`src/rtl/led_event_scheduler.sv`:
```
// led_event_scheduler: latches rising-edge events from NUM_REQ requesters and
// serves them round-robin on one shared LED. Requester k is shown as a code of
// k+1 flashes (ON_CYCLES lit, GAP_CYCLES dark between flashes), followed by a
// SEP_CYCLES dark separator.
// Ports:
//   clock     - system clock, rising edge
//   reset     - synchronous, active-low
//   req       - event lines; a rising edge on bit k is one event
//   led       - shared indicator, lit only while flashing
//   busy      - high whenever a code is in progress
//   active_id - requester being served, 0 when idle
//   pending   - latched events not yet served
//   dropped   - saturating count of events coalesced into a pending bit
module led_event_scheduler #(
  parameter int unsigned NUM_REQ    = 4,
  parameter int unsigned ON_CYCLES  = 1_000_000,
  parameter int unsigned GAP_CYCLES = 500_000,
  parameter int unsigned SEP_CYCLES = 2_000_000,
  parameter int unsigned CNT_W      = 24
) (
  input  logic               clock,
  input  logic               reset,
  input  logic [NUM_REQ-1:0] req,
  output logic               led,
  output logic               busy,
  output logic [2:0]         active_id,
  output logic [NUM_REQ-1:0] pending,
  output logic [7:0]         dropped
);

  localparam int unsigned ID_W = 3;
  localparam int unsigned FL_W = 4;

  // A zero duration still occupies one clock.
  localparam int unsigned ON_D  = (ON_CYCLES  == 0) ? 1 : ON_CYCLES;
  localparam int unsigned GAP_D = (GAP_CYCLES == 0) ? 1 : GAP_CYCLES;
  localparam int unsigned SEP_D = (SEP_CYCLES == 0) ? 1 : SEP_CYCLES;

  localparam logic [CNT_W-1:0] ON_LOAD  = CNT_W'(ON_D - 1);
  localparam logic [CNT_W-1:0] GAP_LOAD = CNT_W'(GAP_D - 1);
  localparam logic [CNT_W-1:0] SEP_LOAD = CNT_W'(SEP_D - 1);

  typedef enum logic [1:0] {IDLE, ON, GAP, SEP} state_t;

  state_t             state, state_nx;
  logic [CNT_W-1:0]   timer, timer_nx;
  logic [FL_W-1:0]    flash_left, flash_left_nx;
  logic [ID_W-1:0]    last_grant, last_grant_nx;
  logic [ID_W-1:0]    active_id_nx;
  logic [NUM_REQ-1:0] req_q;
  logic [NUM_REQ-1:0] pending_nx;
  logic [NUM_REQ-1:0] edge_det;
  logic [NUM_REQ-1:0] grant_mask;
  logic [NUM_REQ-1:0] drop_bits;
  logic [7:0]         dropped_nx;
  logic               grant_vld;
  logic [ID_W-1:0]    grant_id;

  // Round-robin pick: first pending bit at or above last_grant+1, wrapping.
  always_comb begin
    int unsigned idx;
    grant_vld = 1'b0;
    grant_id  = '0;
    idx       = 0;
    if (state == IDLE) begin
      for (int unsigned i = 0; i < NUM_REQ; i++) begin
        idx = 32'(last_grant) + 1 + i;
        if (idx >= NUM_REQ) idx = idx - NUM_REQ;
        if (!grant_vld && ((pending & (NUM_REQ'(1) << idx)) != '0)) begin
          grant_vld = 1'b1;
          grant_id  = ID_W'(idx);
        end
      end
    end
  end

  // Event latching; an edge on the bit being granted re-arms it without a drop.
  always_comb begin
    int unsigned sum;
    edge_det   = req & ~req_q;
    grant_mask = grant_vld ? (NUM_REQ'(1) << grant_id) : '0;
    drop_bits  = edge_det & pending & ~grant_mask;
    pending_nx = (pending & ~grant_mask) | edge_det;
    sum        = 32'(dropped) + 32'($countones(drop_bits));
    dropped_nx = (sum > 255) ? 8'd255 : 8'(sum);
  end

  // Next-state and sequencing of flashes within a code.
  always_comb begin
    state_nx      = state;
    timer_nx      = timer;
    flash_left_nx = flash_left;
    active_id_nx  = active_id;
    last_grant_nx = last_grant;
    case (state)
      IDLE: begin
        if (grant_vld) begin
          state_nx      = ON;
          timer_nx      = ON_LOAD;
          flash_left_nx = FL_W'(grant_id) + FL_W'(1);
          active_id_nx  = grant_id;
          last_grant_nx = grant_id;
        end
      end
      ON: begin
        if (timer == '0) begin
          flash_left_nx = flash_left - FL_W'(1);
          if (flash_left_nx != '0) begin
            state_nx = GAP;
            timer_nx = GAP_LOAD;
          end else begin
            state_nx = SEP;
            timer_nx = SEP_LOAD;
          end
        end else begin
          timer_nx = timer - CNT_W'(1);
        end
      end
      GAP: begin
        if (timer == '0) begin
          state_nx = ON;
          timer_nx = ON_LOAD;
        end else begin
          timer_nx = timer - CNT_W'(1);
        end
      end
      SEP: begin
        if (timer == '0) begin
          state_nx     = IDLE;
          active_id_nx = '0;
        end else begin
          timer_nx = timer - CNT_W'(1);
        end
      end
      default: begin
        state_nx     = IDLE;
        active_id_nx = '0;
      end
    endcase
  end

  // State and registered outputs; reset also seeds req history to drop edges.
  always_ff @(posedge clock) begin
    if (!reset) begin
      state      <= IDLE;
      timer      <= '0;
      flash_left <= '0;
      active_id  <= '0;
      last_grant <= ID_W'(NUM_REQ - 1);
      req_q      <= req;
      pending    <= '0;
      dropped    <= '0;
      led        <= 1'b0;
      busy       <= 1'b0;
    end else begin
      state      <= state_nx;
      timer      <= timer_nx;
      flash_left <= flash_left_nx;
      active_id  <= active_id_nx;
      last_grant <= last_grant_nx;
      req_q      <= req;
      pending    <= pending_nx;
      dropped    <= dropped_nx;
      led        <= (state_nx == ON);
      busy       <= (state_nx != IDLE);
    end
  end

endmodule

```
`config.mk`:
```
export PLATFORM = sky130hd
export DESIGN_NAME = led_event_scheduler
export DESIGN_NICKNAME = d
export VERILOG_FILES = /design/src/rtl/led_event_scheduler.sv
export SDC_FILE = /design/constraint.sdc
export NUM_CORES = 1
export LEC_CHECK = 0
export CAP_MARGIN = 20
export CELL_PAD_IN_SITES_DETAIL_PLACEMENT = 0
export CELL_PAD_IN_SITES_GLOBAL_PLACEMENT = 1
export CORE_UTILIZATION = 45
export CTS_BUF_LIST = sky130_fd_sc_hd__clkbuf_4 sky130_fd_sc_hd__clkbuf_8 sky130_fd_sc_hd__clkbuf_16
export DETAILED_ROUTE_END_ITERATION = 12
export PLACE_DENSITY = 0.79
export RECOVER_POWER = 100
export SETUP_SLACK_MARGIN = 0.05
export SLEW_MARGIN = 20
export SYNTH_ARGS = -nofsm -noshare
export SYNTH_HDL_FRONTEND = slang
export SYNTH_SLANG_ARGS = --single-unit
```
`constraint.sdc`:
```
create_clock -name clock -period 8.8 [get_ports clock]
set_input_delay 1.76 -clock clock [delete_from_list [all_inputs] [get_ports clock]]
set_output_delay 1.76 -clock clock [all_outputs]
set_load 0.03 [all_outputs]
```
# Word-level counts from Yosys, hierarchy flattened
# Cells that the tools add are included.
[totals] regBits=54 in_bits=6 out_inout_bits=17 wordCells=115
[op_classes] n_addsub=15 order_cmp=5 n_eq_ne=8 n_shift=5 mux=41 n_bitwise=11 n_reduce_logical=20
[ops] op="two-way mux 32 bit" count=8
[ops] op="<< shifter 1 x 32 -> 4 bit, first input constant" count=4
[ops] op="greater-or-equal comparator 32 x 3 -> 1 bit, second input constant" count=3
[ops] op="two-way mux 24 bit" count=4
[ops] op="one-hot mux 24 bit (4 select lines)" count=1
[ops] op="subtractor 32 x 3 -> 32 bit, second input constant" count=3
[ops] op="adder 32 x 1 -> 32 bit, second input constant" count=1
[ops] op="adder 32 x 2 -> 32 bit, second input constant" count=1
[ops] op="AND 4 bit" count=8
[ops] op="logical NOT 24 bit" count=1
[ops] op="subtractor 24 x 1 -> 24 bit, second input constant" count=1
[ops] op="two-way mux 21 bit" count=1
[ops] op="two-way mux 3 bit" count=7
[ops] op="nonzero test 4 bit" count=5
[ops] op="two-way mux 4 bit" count=3
[ops] op="adder 8 x 3 -> 9 bit" count=1
[ops] op="greater-than comparator 9 x 8 -> 1 bit, second input constant" count=1
[ops] op="two-way mux 1 bit" count=9
[ops] op="adder 3 x 1 -> 4 bit, second input constant" count=2
[ops] op="two-way mux 2 bit" count=4
[ops] op="two-way mux 8 bit" count=1
[ops] op="!= test 2 bit, second input constant" count=4
[ops] op="NOT 4 bit" count=2
[ops] op="one-hot mux 2 bit (4 select lines)" count=1
[ops] op="other kinds (18)" count=29

# Logic depth before layout (Yosys ltp)
[logic_depth] ltp_word=30 mapped_depth=30

# Worst setup path after synthesis
# OpenSTA, ideal clock, no wires.
[synth_timing] path_type="flip-flop to flip-flop" from="register last_grant[0]" to="register dropped[4]" arrival_time_ns=5.977 required_time_ns=8.659 setup_slack_ns=2.683 path_stages_with_launch=27 n_path_buf=3 period_less_slack_ns=6.117 path_cell_list="dfxtp_1 clkbuf_1 inv_1 ha_1 ha_1 buf_2 nor2b_1 nor2_1 ha_1 ha_1 nor2b_1 o311ai_1 o21a_1 nor2_1 nor4bb_1 or4_1 or2_1 clkbuf_1 ha_1 a211o_1 fa_1 inv_1 fa_1 fa_1 and3_1 o21ai_0 a31oi_1"
[synth_between] elab_chain_len=30
[synth_lines] element="start, declared" line_no="48" text="logic [ID_W-1:0] last_grant, last_grant_nx;"
[synth_lines] element="start signal, assigned" line_no="149" text="last_grant <= ID_W'(NUM_REQ - 1);"
[synth_lines] element="start signal, assigned" line_no="160" text="last_grant <= last_grant_nx;"
[synth_lines] element="adder 3 x 1 -> 4 bit (*)" line_no="67" text="idx = 32'(last_grant) + 1 + i;"
[synth_lines] element="branches (longest 21 deep; another with adder 32 x 1 -> 32 bit)"
[synth_lines] element="two-way mux 4 bit (*)" line_no="81" text="grant_mask = grant_vld ? (NUM_REQ'(1) << grant_id) : '0;"
[synth_lines] element="NOT 4 bit (*)" line_no="82" text="drop_bits = edge_det & pending & ~grant_mask;"
[synth_lines] element="AND 4 bit (*)" line_no="82"
[synth_lines] element="adder 1 x 1 -> 2 bit (not written as such)" line_no="84" text="sum = 32'(dropped) + 32'($countones(drop_bits));"
[synth_lines] element="adder 2 x 2 -> 3 bit (not written as such) (*)" line_no="84"
[synth_lines] element="adder 8 x 3 -> 9 bit (*)" line_no="84"
[synth_lines] element="greater-than comparator 9 x 8 -> 1 bit" line_no="85" text="dropped_nx = (sum > 255) ? 8'd255 : 8'(sum);"
[synth_lines] element="two-way mux 8 bit (*)" line_no="85"
[synth_lines] element="end signal, assigned" line_no="163" text="dropped <= dropped_nx;"
[synth_lines] element="end, declared" line_no="28" text="output logic [7:0] dropped"
# Every way passes the cells marked *. The select of a mux whose other input is x is not followed.
# A chain may end at the register's enable or synchronous reset.

# Final worst setup path
# Same ends and word-level chain as after synthesis.

==> impl_metrics.csv <==
group,metric,value,unit
setup_path,worstPathCellList,"inv_1 -> ha_1 -> ha_1 -> nor2b_1 -> nor2_1 -> ha_1 -> ha_1 -> nor2b_1 -> a21oi_1 -> and3_1 -> nor2_1 -> a221oi_1 -> a21o_1 -> nor2b_1 -> a211o_1 -> fa_1 -> inv_1 -> fa_1 -> fa_1 -> and3_1 -> o21ai_0 -> a31oi_1",
setup_path,cp_data_required_time,9000,ps
hold_path,hp-class,"flip-flop to flip-flop",
clocking,cts.hold.buffers_added,0,
global_routing,grt_pass1_vias,3081,
hold_path,whs_endpoint,"active_id[2]$_SDFFE_PN0P_",
final_layout,drive_gt1_frac,0.0559,
power_and_ir_drop,peakVddDrop,0.171,mV
setup_path,r2r_cells,22,
synthesis,syn_nets,510,
synthesis,synthArstFlopShare,0,
sta,fin_skew,11.9,ps
clocking,post_cts_resize_count,0,
sta,max_freq,0.137,GHz
die,start_util,0.467,
global_routing,grt_pass1_wl,15.5,mm
routing,drt_first_pass_iters,5,
placement,dp_hpwl,7.06,mm
clocking,clk_pin_slew,100,ps
final_layout,num_antenna_cells,0,
synthesis,syn_inst,476,
final_layout,mostFrequentLayoutCells,"dfxtp_1 (54), nor2_1 (39), nand2_1 (38), a21oi_1 (31), inv_1 (28)",
sta,timing.final.crit_share,0.829,
setup_path,cpPeakStageDelay,990,ps
sta,max_slew_margin,0.194,
setup_path,crit_arrival,7490,ps
routing,antenna_left,0,
clocking,tritoncts,"done",
clocking,cts_buffer_depth,2,
final_layout,num-fill-cells,835,
synthesis,synthesis.area,3860,sq um
sta,setup_tns,0,ps
clocking,cts_made_buffers,5,
synthesis,synthTopCellsByArea,"dfxtp_1 (28%), ha_1 (8.1%), a21oi_1 (4.0%)",
sta,worst_slew_pin_slew,1210,ps
setup_path,cp_max_fo,16,
sta,setup_viol,0,
routing,avgRoutedWirePerCell,16.1,um
setup_path,path_class,"flip-flop to flip-flop",
routing,drt_wl_total,9.48,mm
sta,min_period,7290,ps
clocking,clk_latency,300,ps
final_layout,fin_cells,588,
power_and_ir_drop,leakagePower,0.00169,uW
synthesis,synth_top_area_share,0.280,
routing,drt-vias-per-instance,5.96,
setup_path,rr_startpoint,"last_grant[0]$_SDFFE_PN1P_",
power_and_ir_drop,power.density,346,nW/um^2
setup_path,r2r-end,"dropped[4]$_SDFF_PN0_",
setup_path,worstSetupEndpointType,"flip-flop",
setup_path,critPathSlowestCell,"a221oi_1",
die,pin_count,23,
synthesis,ys_seq_elements,54,
global_routing,grt_antenna_before_repair,0,
placement,io_buffer_count,22,
sta,rsz0062_at_grt,"no",
run,maxCapViolCount,0,
clocking,clkSinkCount,54,
die,coreArea,8260,sq um
synthesis,ys_seq_area_frac,0.280,
clocking,htree_num_levels,2,
final_layout,fin_nets,516,
routing,vias,3503,
status,status,"completed",
hold_path,hold_path_depth,2,
hold_path,hold_start,"active_id[2]$_SDFFE_PN0P_",
synthesis,synth_top_cell_by_area,"dfxtp_1",
die,die_y,94.6,um
global_routing,grt_max_degree,29,
synthesis,yosys_warnings,0,
final_layout,final_common_cell,"dfxtp_1",
sta,hold_viol,0,
global_routing,grt.total_usage,0.221,
setup_path,startpoint_type,"flip-flop",
synthesis,syn_area_per_cell,8.10,sq um
placement,gp_congestion,0.861,
synthesis,ys.flop_type,"dfxtp_1",
global_routing,gr-total-overflow,0,
synthesis,synth_edf_count,0,
die,rows,33,
setup_path,crit_path_frequent_cell,"ha_1",
routing,first_iter_violations,246,
placement,post-place-cells,580,
die,die_area,8950,sq um
final_layout,area_delta_synth_final,8.73,%
setup_path,r2r_slack,1510,ps
clocking,clockRootBuffer,"clkbuf_8",
routing,route.detailed.drc,0,
die,die_w,94.6,um
sta,slew_violations,0,
clocking,cts_setup_buffers,0,
synthesis,synth.distinct_cells,77,
[cells by family after synthesis]
family | after synthesis | share of synthesized area
flops | 54 | 0.280
buf+inv | 54 | 0.0610
fa+ha+maj | 28 | 0.0967
simple gates | 188 | 0.265
xor+xnor | 15 | 0.0341
mux | 7 | 0.0195
compound gates | 130 | 0.244
[power by group]
group          switching, uW  internal [uW]
Sequential              72.5            302
Combinational            555            353
Clock                   81.4           88.1
[through the flow]
stage | util | power, uW | setup slack, ps | hold slack (ps) | instance area [sq um]
finish | 0.508 | 1450 | 1510 | 477 | 4190
global route | 0.508 | 1590 | 986 | 506 | 4190
CTS | 0.510 | 1480 | 1850 | 480 | 4210
detailed placement | 0.496 | 1300 | 1860 | 461 | 4100
global placement | 0.496 | 1300 | 2050 | 458 | 4100
floorplan | - | 1090 | 2680 | 448 | 3860
[cell type report]
type / instances / area, sq um / area share
clock buffers: 6 / 76.3 / 0.0182
clock inverters: 2 / 37.5 / 0.00895
inverters: 29 / 109 / 0.0260
multi-input cells: 368 / 2520 / 0.602
flip-flops and latches: 54 / 1080 / 0.258
well taps: 105 / 131 / 0.0313
repair buffers: 24 / 235 / 0.0561
[state kept, by name, indices dropped and copies added, names as in the netlist, 2 cells and up]
name and cells:
active_id 3, dropped 8, flash_left 4, last_grant 3, pending 4, req_q 4, state 2, timer 24
[layer usage]
| metal | up-vias | wire [um] | global-route usage |
|---|---|---|---|
| met5 | - | 0 | 0 |
| met4 | 0 | 111 | 0.0530 |
| met3 | 8 | 378 | 0.0306 |
| met2 | 72 | 4290 | 0.353 |
| met1 | 1654 | 4700 | 0.314 |
| li1 | 1769 | - | - |
[how the worst max path moves through the flow]
stage | from | endpoint | slack [ps] | depth (start not counted)
2_1_floorplan | last_grant[0]$_SDFFE_PN1P_ | dropped[4]$_SDFF_PN0_ | 2680 | 26
3_3_place_gp | last_grant[0]$_SDFFE_PN1P_ | dropped[4]$_SDFF_PN0_ | 2050 | 22
3_5_place_dp | last_grant[0]$_SDFFE_PN1P_ | dropped[4]$_SDFF_PN0_ | 1860 | 22
4_1_cts | last_grant[0]$_SDFFE_PN1P_ | dropped[4]$_SDFF_PN0_ | 1850 | 22
5_1_grt | last_grant[0]$_SDFFE_PN1P_ | dropped[4]$_SDFF_PN0_ | 990 | 22
6_report | last_grant[0]$_SDFFE_PN1P_ | dropped[4]$_SDFF_PN0_ | 1510 | 22
[cell usage after synthesis (8+ instances only)]
library cell / instances
dfxtp_1: 54
nor2_1: 39
nand2_1: 38
a21oi_1: 31
inv_1: 28
ha_1: 25
nand3_1: 19
o21ai_0: 15
a31oi_1: 14
clkbuf_1: 13
nor3_1: 11
nand2b_1: 10
nor2b_1: 10
or3_1: 9
xnor2_1: 8
[worst max-delay path, delay by kind of cell, from the launching register on]
family,cells,cell delay (ps)
adder cells (fa/ha/maj),7,2880
AO/OA/AOI/OAI,6,2170
AND/OR/NAND/NOR,7,1170
flip-flops,1,650
buffers and inverters,2,310
(Power assumes the default switching activity.)
